$ cat config.mk
export PLATFORM = sky130hd
export DESIGN_NAME = led_pattern_sequencer_flat
export DESIGN_NICKNAME = d
export VERILOG_FILES = /design/src/rtl/led_pattern_sequencer_if.sv /design/src/rtl/led_pattern_sequencer.sv /design/src/flat_wrapper.sv
export SDC_FILE = /design/constraint.sdc
export NUM_CORES = 1
export LEC_CHECK = 0
export BUFFER_PORTS_ARGS = -buffer_cell sky130_fd_sc_hd__buf_2
export CAP_MARGIN = 5
export CORE_MARGIN = 2
export CORE_UTILIZATION = 35
export CTS_CLUSTER_DIAMETER = 200
export DETAILED_ROUTE_END_ITERATION = 8
export GPL_TIMING_DRIVEN = 0
export PLACE_DENSITY = 0.5
export SKIP_LAST_GASP = 1
export SLEW_MARGIN = 20
export SYNTH_ARGS = -nofsm -noshare
export SYNTH_HDL_FRONTEND = slang
export SYNTH_SLANG_ARGS = --single-unit
$ cat constraint.sdc
create_clock -name clk -period 4.5 [get_ports clk]
set_input_delay 0.225 -clock clk [delete_from_list [all_inputs] [get_ports clk]]
set_output_delay 0.225 -clock clk [all_outputs]
set_load 0.02 [all_outputs]
$ cat src/rtl/led_pattern_sequencer_if.sv
// Sequencer control/status bundle: tick/mode/pause in, registered led/cur_mode/wrap out.
interface led_pattern_sequencer_if #(
    parameter int WIDTH = 8
);
    logic             tick;
    logic [1:0]       mode;
    logic             pause;
    logic [WIDTH-1:0] led;
    logic [1:0]       cur_mode;
    logic             wrap;

    modport master (output tick, output mode, output pause,
                    input  led,  input  cur_mode, input wrap);
    modport slave  (input  tick, input  mode, input  pause,
                    output led,  output cur_mode, output wrap);
endinterface

$ cat src/rtl/led_pattern_sequencer.sv
// Tick-stepped LED animator (BLINK/SHIFT/BOUNCE/FILL), all outputs registered, 1-cycle latency.
// Define LED_SEQ_TICKGEN_EN to replace the tick port with an internal TICK_DIV-cycle divider.
module led_pattern_sequencer #(
    parameter int               WIDTH        = 8,
    parameter logic [WIDTH-1:0] INIT_PATTERN = WIDTH'(8'b01010101),
    parameter int               TICK_DIV     = 50000000
) (
    input  logic                    clk,
    input  logic                    reset,
    led_pattern_sequencer_if.slave  seq
);
    typedef enum logic [1:0] {
        MODE_BLINK  = 2'b00,
        MODE_SHIFT  = 2'b01,
        MODE_BOUNCE = 2'b10,
        MODE_FILL   = 2'b11
    } mode_t;

    localparam logic DIR_LEFT  = 1'b0;
    localparam logic DIR_RIGHT = 1'b1;

    localparam int SW = $clog2(2 * WIDTH + 1);
    // Step value on which each pattern completes its period.
    localparam logic [SW-1:0] BLINK_LAST  = SW'(1);
    localparam logic [SW-1:0] SHIFT_LAST  = SW'(WIDTH - 1);
    localparam logic [SW-1:0] BOUNCE_LAST = SW'(2 * WIDTH - 3);
    localparam logic [SW-1:0] FILL_LAST   = SW'(WIDTH);

    localparam logic [WIDTH-1:0] ONE = WIDTH'(1);

    mode_t            mode_q, mode_d;
    logic             dir_q, dir_d;
    logic [WIDTH-1:0] led_q, led_d;
    logic [SW-1:0]    step_q, step_d;
    logic             wrap_q, wrap_d;
    logic [SW-1:0]    last;
    logic             eff_tick;

`ifdef LED_SEQ_TICKGEN_EN
    localparam int CW = (TICK_DIV > 1) ? $clog2(TICK_DIV) : 1;

    logic [CW-1:0] div_q;
    logic          gen_tick;
    logic          unused_tick;

    assign gen_tick    = (div_q == CW'(TICK_DIV - 1));
    assign unused_tick = seq.tick;

    always_ff @(posedge clk) begin
        if (reset || gen_tick) begin
            div_q <= '0;
        end else begin
            div_q <= div_q + CW'(1);
        end
    end

    assign eff_tick = gen_tick & ~seq.pause;
`else
    localparam int unused_tick_div = TICK_DIV;

    assign eff_tick = seq.tick & ~seq.pause;
`endif

    always_ff @(posedge clk) begin
        if (reset) begin
            mode_q <= MODE_BLINK;
            dir_q  <= DIR_LEFT;
            led_q  <= INIT_PATTERN;
            step_q <= '0;
            wrap_q <= 1'b0;
        end else begin
            mode_q <= mode_d;
            dir_q  <= dir_d;
            led_q  <= led_d;
            step_q <= step_d;
            wrap_q <= wrap_d;
        end
    end

    always_comb begin
        mode_d = mode_q;
        dir_d  = dir_q;
        led_d  = led_q;
        step_d = step_q;
        wrap_d = 1'b0;
        last   = BLINK_LAST;
        if (eff_tick) begin
            if (seq.mode != mode_q) begin
                // A mode switch only loads the new start value; advancing waits for the next tick.
                mode_d = mode_t'(seq.mode);
                dir_d  = DIR_LEFT;
                step_d = '0;
                case (mode_t'(seq.mode))
                    MODE_BLINK:  led_d = INIT_PATTERN;
                    MODE_SHIFT:  led_d = ONE;
                    MODE_BOUNCE: led_d = ONE;
                    default:     led_d = '0;
                endcase
            end else begin
                step_d = step_q + SW'(1);
                case (mode_q)
                    MODE_BLINK: begin
                        led_d = ~led_q;
                        last  = BLINK_LAST;
                    end
                    MODE_SHIFT: begin
                        led_d = {led_q[WIDTH-2:0], led_q[WIDTH-1]};
                        last  = SHIFT_LAST;
                    end
                    MODE_BOUNCE: begin
                        // Direction flips on the tick that lands on an end bit, so the end is never repeated.
                        if (dir_q == DIR_LEFT) begin
                            led_d = {led_q[WIDTH-2:0], 1'b0};
                            if (led_d[WIDTH-1]) dir_d = DIR_RIGHT;
                        end else begin
                            led_d = {1'b0, led_q[WIDTH-1:1]};
                            if (led_d[0]) dir_d = DIR_LEFT;
                        end
                        last = BOUNCE_LAST;
                    end
                    MODE_FILL: begin
                        led_d = (&led_q) ? '0 : {led_q[WIDTH-2:0], 1'b1};
                        last  = FILL_LAST;
                    end
                    default: begin
                        mode_d = MODE_BLINK;
                        dir_d  = DIR_LEFT;
                        led_d  = INIT_PATTERN;
                        step_d = '0;
                        last   = BLINK_LAST;
                    end
                endcase
                if (step_q >= last) begin
                    step_d = '0;
                    wrap_d = 1'b1;
                end
            end
        end
    end

    always_comb begin
        seq.led      = led_q;
        seq.cur_mode = mode_q;
        seq.wrap     = wrap_q;
    end
endmodule
$ cat src/flat_wrapper.sv
// flat-port wrapper written by rule: the top's interface ports become plain ports
module led_pattern_sequencer_flat 
#(
    parameter int               WIDTH        = 8,
    parameter logic [WIDTH-1:0] INIT_PATTERN = WIDTH'(8'b01010101),
    parameter int               TICK_DIV     = 50000000
)
  (clk, reset, seq_tick, seq_mode, seq_pause, seq_led, seq_cur_mode, seq_wrap);
  led_pattern_sequencer_if #(.WIDTH(WIDTH)) seq_i ();
  input  logic clk;
  input  logic reset;
  input wire logic [$bits(seq_i.tick)-1:0] seq_tick;
  input wire logic [$bits(seq_i.mode)-1:0] seq_mode;
  input wire logic [$bits(seq_i.pause)-1:0] seq_pause;
  output wire logic [$bits(seq_i.led)-1:0] seq_led;
  output wire logic [$bits(seq_i.cur_mode)-1:0] seq_cur_mode;
  output wire logic [$bits(seq_i.wrap)-1:0] seq_wrap;
  assign seq_i.tick = seq_tick;
  assign seq_i.mode = seq_mode;
  assign seq_i.pause = seq_pause;
  assign seq_led = seq_i.led;
  assign seq_cur_mode = seq_i.cur_mode;
  assign seq_wrap = seq_i.wrap;
  led_pattern_sequencer #(.WIDTH(WIDTH), .INIT_PATTERN(INIT_PATTERN), .TICK_DIV(TICK_DIV)) u_core (.clk(clk), .reset(reset), .seq(seq_i));
endmodule
==> results of run 1 <==
[through the flow]
stage | setup slack, ns | utilization [%] | area, um2 | std cells | hold slack (ns)
finish | 1.945 | 40.97 | 1356 | 213 | 0.2081
global route | 1.742 | 40.97 | 1356 | 213 | 0.2097
CTS | 1.933 | 40.97 | 1356 | 213 | 0.2058
detailed placement | 1.960 | 40.14 | 1329 | 209 | 0.4712
global placement | 1.981 | 40.14 | 1329 | 209 | 0.4619
floorplan | 2.070 | - | 1191 | 147 | 0.3610
[state kept, by name, indices dropped and copies added (netlist names)]
register and cells:
u_core.seq.cur_mode 2, u_core.step_q 5, u_core.seq.led 8, u_core.dir_q 1, u_core.seq.wrap 1
[Yosys cell counts (all sizes together) (2+ instances only)]
cell	instances
dfxtp	17
a21boi	3
nand3	15
o21ai	9
ha	9
a21oi	7
nor2	7
nor2b	4
nor4	2
xnor2	2
inv	7
nand4	3
buf	3
nand2	16
nand2b	6
o221ai	2
o32a	3
clkbuf	4
a32o	3
and3	5
[critical path, delay by kind of cell, from the launching register on]
| kind | cells | cell delay (ns) |
|---|---|---|
| AOI/OAI and AO/OA | 4 | 0.73 |
| adders and majority gates | 2 | 0.41 |
| buffers and inverters | 2 | 0.34 |
| DFF | 1 | 0.49 |
| and+or+nand+nor | 1 | 0.53 |
[power by group through the flow]
stage	logic [mW]	registers, mW	clock network, mW
after detailed placement	0.0709	0.169	0
after global routing	0.0793	0.167	0.0980
after global placement	0.0698	0.169	0
after CTS	0.0717	0.165	0.0883
final	0.0710	0.165	0.0868
after floorplan	0.0442	0.173	0
[cell families after synthesis]
logic type / share of synthesized area [%]
compound gates: 25.11
buf+inv: 5.146
simple gates: 28.99
flops: 28.57
xor+xnor: 2.731
fa+ha+maj: 9.454
[area by class of cell]
cell class | instances | area [um2]
plain buffers | 7 | 31.28
clock buffers | 3 | 22.52
clock inverters | 1 | 5.005
fillers | 385 | 1954
inverters | 8 | 30.03
multi-input cells | 115 | 789.5
flip-flops and latches | 17 | 340.3
well taps | 46 | 57.56
repair buffers | 16 | 80.08
[layer usage]
metal	vias to the layer above	part of all wire, %
met4	0	1.5
met1	555	46
met2	20	49
met5	-	0
li1	582	-
met3	6	2.8
[placed cells by master, fill, tap and decap left out, drive strengths merged, types with 2 or more instances in the layout]
cell    count
a21boi      3
a21oi       7
a32o        3
and3        5
buf        19
clkbuf      7
clkinv      2
dfxtp      17
ha          9
inv         7
nand2      16
nand2b      6
nand3      15
nand4       3
nor2        7
nor2b       4
nor4        2
o21ai       9
o221ai      2
o32a        3
xnor2       2
[worst max path at each step]
stage                       end                   start
2_1_floorplan  u_core.step_q[4]  u_core.seq.cur_mode[0]
3_3_place_gp   u_core.step_q[4]  u_core.seq.cur_mode[1]
3_5_place_dp   u_core.step_q[4]  u_core.seq.cur_mode[0]
4_1_cts        u_core.step_q[4]  u_core.seq.cur_mode[0]
5_1_grt        u_core.step_q[1]  u_core.seq.cur_mode[1]
6_report       u_core.step_q[4]  u_core.seq.cur_mode[0]
==> summary.txt, run 1 <==
Floorplan
  • Ports: 17
  • Std cell rows: 21
  • Core ar.: 3311 um2
  • Die width: 62.34 um
  • Starting Density: 35.98%
  • Die area: 3886 um2
  • Die Y: 62.34 um

Clock tree
  • CTS Buf Count: 3
  • CTS tree: built
  • Reg clk slew, reported paths: 0.10 ns
  • Clock root buffer: clkbuf_4
  • H-tree depth: 1
  • CTS-repair resized insts: 0
  • Sink Count: 17
  • Clock Path Buffers: 2
  • Post-CTS setup buffer count: 0
  • Cts hold-fix bufs: 0
  • Worst-Skew Late Latency: 0.30 ns

Synthesis
  • Post-synth EDFFs: 0
  • Cells after Synth: 147
  • Mapped Area: 1191 um2
  • Post-synthesis sequential area ratio: 28.57%
  • Synth Net Count: 162
  • Synth Area per Inst: 8.103 um2
  • Most used flip-flop cell after synthesis: dfxtp_1
  • Yosys warnings: 0
  • Yosys reg bits: 17
  • Post-synth cell types: 45
  • Cell accounting for the most synthesized area: dfxtp_1
  • Synth area leaders: dfxtp_1 29%, ha_1 9.5%, nand3_1 6.3%
  • Fraction of registers with async set/reset: 0%
  • Synth top area share: 28.57%

Critical path
  • Worst r2r src: u_core.seq.cur_mode[0]
  • Most numerous cell on the critical path: ha_1
  • Worst EP arrival: 2.80 ns
  • Critical-path cell list: inv_1, ha_1, clkbuf_1, o21bai_1, ha_1, or4_4, a21oi_4, o2111ai_2, o21ai_1
  • Reg2Reg Setup Slack: 1.94 ns
  • Critical path peak fanout: 10
  • Critical-path top delay cell: or4_4
  • R2r endpoint: u_core.step_q[4]
  • CP Data Required Time: 4.75 ns
  • CP Launch Type: register
  • Worst R2R Path Depth: 9
  • Type of destination of the critical path: register
  • Crit path largest cell delay: 0.53 ns
  • Worst Setup Path Type: register to register

Pwr
  • Internal: 216.8 uW
  • Final total power: 323.2 uW
  • Sequential Power Share: 51.2%
  • Maximum vdd drop: 0.00008855 V
  • Clock network power share: 26.8%
  • PD cells: 238.3 nW/um2
  • Comb pwr share: 22.0%
  • Sw frac: 32.92%
  • P_sw: 106.4 uW
  • Leakage: 0.5530 nW

Detailed routing
  • Vias: 1163
  • DR WL/cell: 14.48 um
  • Post-DRT Antenna Nets: 0
  • Iteration-0 DRC Markers: 38
  • Drt pass-1 iters: 4
  • Via density per instance: 5.460
  • DRC Markers: 0
  • Total Wirelength: 3.084 mm

Timing
  • Relative slew margins: 62.91%
  • Fin crit period: 2.555 ns
  • Slew Viols, Final: 0
  • RSZ-0062 raised after global routing: false
  • Final hold viol count: 0
  • Least-Margin Pin Slew: 0.5521 ns
  • TNS Setup: 0 ns
  • Worst Skew: 0.001220 ns
  • Final setup vio count: 0
  • Period utilisation layout: 56.78%
  • Maximum clock frequency: 391.4 MHz

GRT
  • Number of global-route vias before repair: 1171
  • Largest net degree at the start of global routing: 11
  • Met1 global-route usage: 20.92%
  • Global-route wire length before repair: 5.306 mm
  • Grt total ovfl: 0
  • Met3 Use GR: 1.812%
  • GR peak layer: met2
  • Routing usage on met2: 30.30%
  • GRT Total Usage: 16.87%
  • Initial antenna violation count: 0

Cells and area
  • Fin nets: 183
  • # diodes: 0
  • Layout area overhead: 13.87%
  • Share of cells above drive strength 1: 17.37%

Hold path
  • Hold Path Class: primary input to register
  • Worst Hold Depth: 3
  • Hold wc startpoint: seq_mode[0]
  • WHS Endpoint: u_core.seq.cur_mode[0]

Flow run
  • Total of max-cap violations: 0

Status
  • Status: finished clean

Placement
  • Port Buffers: 16
  • Final Wtd Congestion: 0.7795
  • DP Wirelength: 2.416 mm
Power figures use the tool's default switching activity.
==> inputs of run 2 (changes only) <==
==> constraint.sdc (replaced) <==
create_clock -name clk -period 2.6 [get_ports clk]
set_input_delay 0.13 -clock clk [delete_from_list [all_inputs] [get_ports clk]]
set_output_delay 0.13 -clock clk [all_outputs]
set_load 0.02 [all_outputs]
==> run 2 against run 1 <==
First-iteration DRC count decreased by 2.6%. Cell count down 0.47%. Largest cell class unchanged. Largest power group unchanged. Clock skew about the same. Global-route usage unchanged. Critical endpoint unchanged. Critical path type unchanged. Fmax increased by 9.5%.
==> summary.txt, run 2 (synthesis results as in run 1) <==
Placement
  • DP Wirelength: 2.416 mm
  • Final Wtd Congestion: 0.7795
  • Port Buffers: 16
  • DP Worst Slack: 0.05979 ns
  • Placed Area: 1329 um2

Timing
  • Period utilisation layout: 89.79%
  • RSZ-0062 raised after global routing: false
  • Final hold viol count: 0
  • Relative slew margins: 62.90%
  • TNS Setup: 0 ns
  • Worst Skew: 0.001333 ns
  • Final worst setup slack: 0.2655 ns
  • Hold WS: 0.1059 ns
  • Slew Viols, Final: 0
  • Final setup vio count: 0
  • Fin crit period: 2.334 ns
  • Least-Margin Pin Slew: 0.5522 ns
  • Maximum clock frequency: 428.4 MHz

Floorplan
  • Ports: 17
  • Die Y: 62.34 um
  • Die area: 3886 um2
  • Starting Density: 35.98%
  • Std cell rows: 21
  • Die width: 62.34 um
  • Core ar.: 3311 um2

Flow run
  • Total of max-cap violations: 0

GRT
  • Global-route wire length before repair: 5.306 mm
  • GRT Total Usage: 16.87%
  • Grt total ovfl: 0
  • Number of global-route vias before repair: 1171
  • Initial antenna violation count: 0
  • Largest net degree at the start of global routing: 11

Critical path
  • Worst r2r src: u_core.seq.cur_mode[0]
  • Type of destination of the critical path: register
  • Critical path peak fanout: 10
  • Critical-path cell list: inv_1, ha_1, o21bai_1, ha_1, or4_4, a21oi_4, o2111ai_2, o21ai_1
  • Crit path largest cell delay: 0.53 ns
  • CP Data Required Time: 2.85 ns
  • CP Launch Type: register
  • Critical-path top delay cell: or4_4
  • R2r endpoint: u_core.step_q[4]
  • CP top delay family: compound AO/OA/AOI/OAI gates
  • Reg2Reg Setup Slack: 0.27 ns
  • Most numerous cell on the critical path: ha_1
  • Worst EP arrival: 2.58 ns
  • WP buf/inv: 1
  • Worst R2R Path Depth: 8
  • Worst Setup Path Type: register to register

Pwr
  • PD cells: 413.6 nW/um2
  • Maximum vdd drop: 0.0001538 V
  • Leakage: 0.5560 nW

Clock tree
  • H-tree depth: 1
  • Reg clk slew, reported paths: 0.11 ns
  • Sink Count: 17
  • Clock root buffer: clkbuf_4
  • Worst-Skew Late Latency: 0.30 ns
  • CTS Buf Count: 3
  • Clock Path Buffers: 2
  • CTS tree: built
  • Cts hold-fix bufs: 0

Cells and area
  • Sequential cell area: 342.8 um2
  • Max FFs per register: 8
  • Layout area overhead: 13.87%
  • Most frequent cells in the layout: 17 x buf_2, 16 x nand2_1, 15 x nand3_1, 15 x dfxtp_1, 9 x ha_1
  • # diodes: 0
  • Fin nets: 182
  • Multi-input gate area in the final layout: 789.5 um2
  • Most common cell after layout, fill and taps aside: buf_2
  • Share of cells above drive strength 1: 19.28%
  • Fin area: 1356 um2
  • Fill cell count: 383

Detailed routing
  • Post-DRT Antenna Nets: 0
  • DR WL/cell: 14.62 um
  • Vias: 1172
  • Total Wirelength: 3.099 mm
  • Drt pass-1 iters: 5
  • DRC Markers: 0
  • Via density per instance: 5.528
  • Iteration-0 DRC Markers: 37

Status
  • Status: finished clean

Hold path
  • Hold Path Class: primary input to register
  • WHS Endpoint: u_core.seq.cur_mode[0]
  • Hold wc startpoint: seq_mode[0]
  • Worst Hold Depth: 3
run 2: cell count changes in the layout (fill, tap and decap cells not counted):
cell,before,now
dfxtp_2,0,2
clkbuf_2,0,1
clkbuf_1,4,2
dfxtp_1,17,15
run 2: per-stage QoR:
step	power (mW)	instances	util, %
6_report	0.5610	212	40.97
5_1_grt	0.5961	212	40.97
4_1_cts	0.5633	213	40.97
3_5_place_dp	0.4153	209	40.14
3_3_place_gp	0.4129	209	40.14
2_1_floorplan	0.3759	147	-
run 2: what timing repair did:
| action | 4_1_cts | 5_1_grt |
|---|---|---|
| setup endpoints to repair | 0 | 4 |
| resized for setup | 0 | 4 |
| buffers inserted | 0 | 0 |
run 2: metal layers:
metal	up-vias	track usage (%)	part of all wire (%)	wire length [um]
li1	581	-	-	-
met1	559	20.92	45	1409
met2	26	30.30	50	1541
met3	6	1.812	3.3	101
met4	0	5.833	1.5	47
met5	-	0	0	0
run 2: layout make-up:
type | count | share of cell area, %
buffer | 6 | 2.122
sequential | 17 | 25.28
clock buffer | 3 | 1.661
timing repair buffer | 16 | 5.904
clock inverter | 1 | 0.3690
tap | 46 | 4.244
multi-input combinational | 115 | 58.21
inverter | 8 | 2.214
run 2: worst max-delay path by stage:
stage,start,to,cells past startpoint
global route,u_core.seq.cur_mode[0],u_core.step_q[1],8
floorplan,u_core.seq.cur_mode[0],u_core.step_q[4],9
global placement,u_core.seq.cur_mode[1],u_core.step_q[4],8
CTS,u_core.seq.cur_mode[0],u_core.step_q[4],9
detailed placement,u_core.seq.cur_mode[0],u_core.step_q[4],9
finish,u_core.seq.cur_mode[0],u_core.step_q[4],8
run 2: report_power, final:
| part | switching [mW] | leakage [nW] | total (mW) | internal [mW] |
|---|---|---|---|---|
| Sequential | 0.0161 | 0.139 | 0.287 | 0.271 |
| Clock | 0.0932 | 0.0177 | 0.151 | 0.0575 |
| Combinational | 0.0757 | 0.399 | 0.124 | 0.0479 |
| Total | 0.185 | 0.556 | 0.561 | 0.376 |
run 2: worst min-delay path, stage by stage:
cell and delay [ns]:
buf_2 0.14, nand2_1 0.06, a21oi_1 0.05
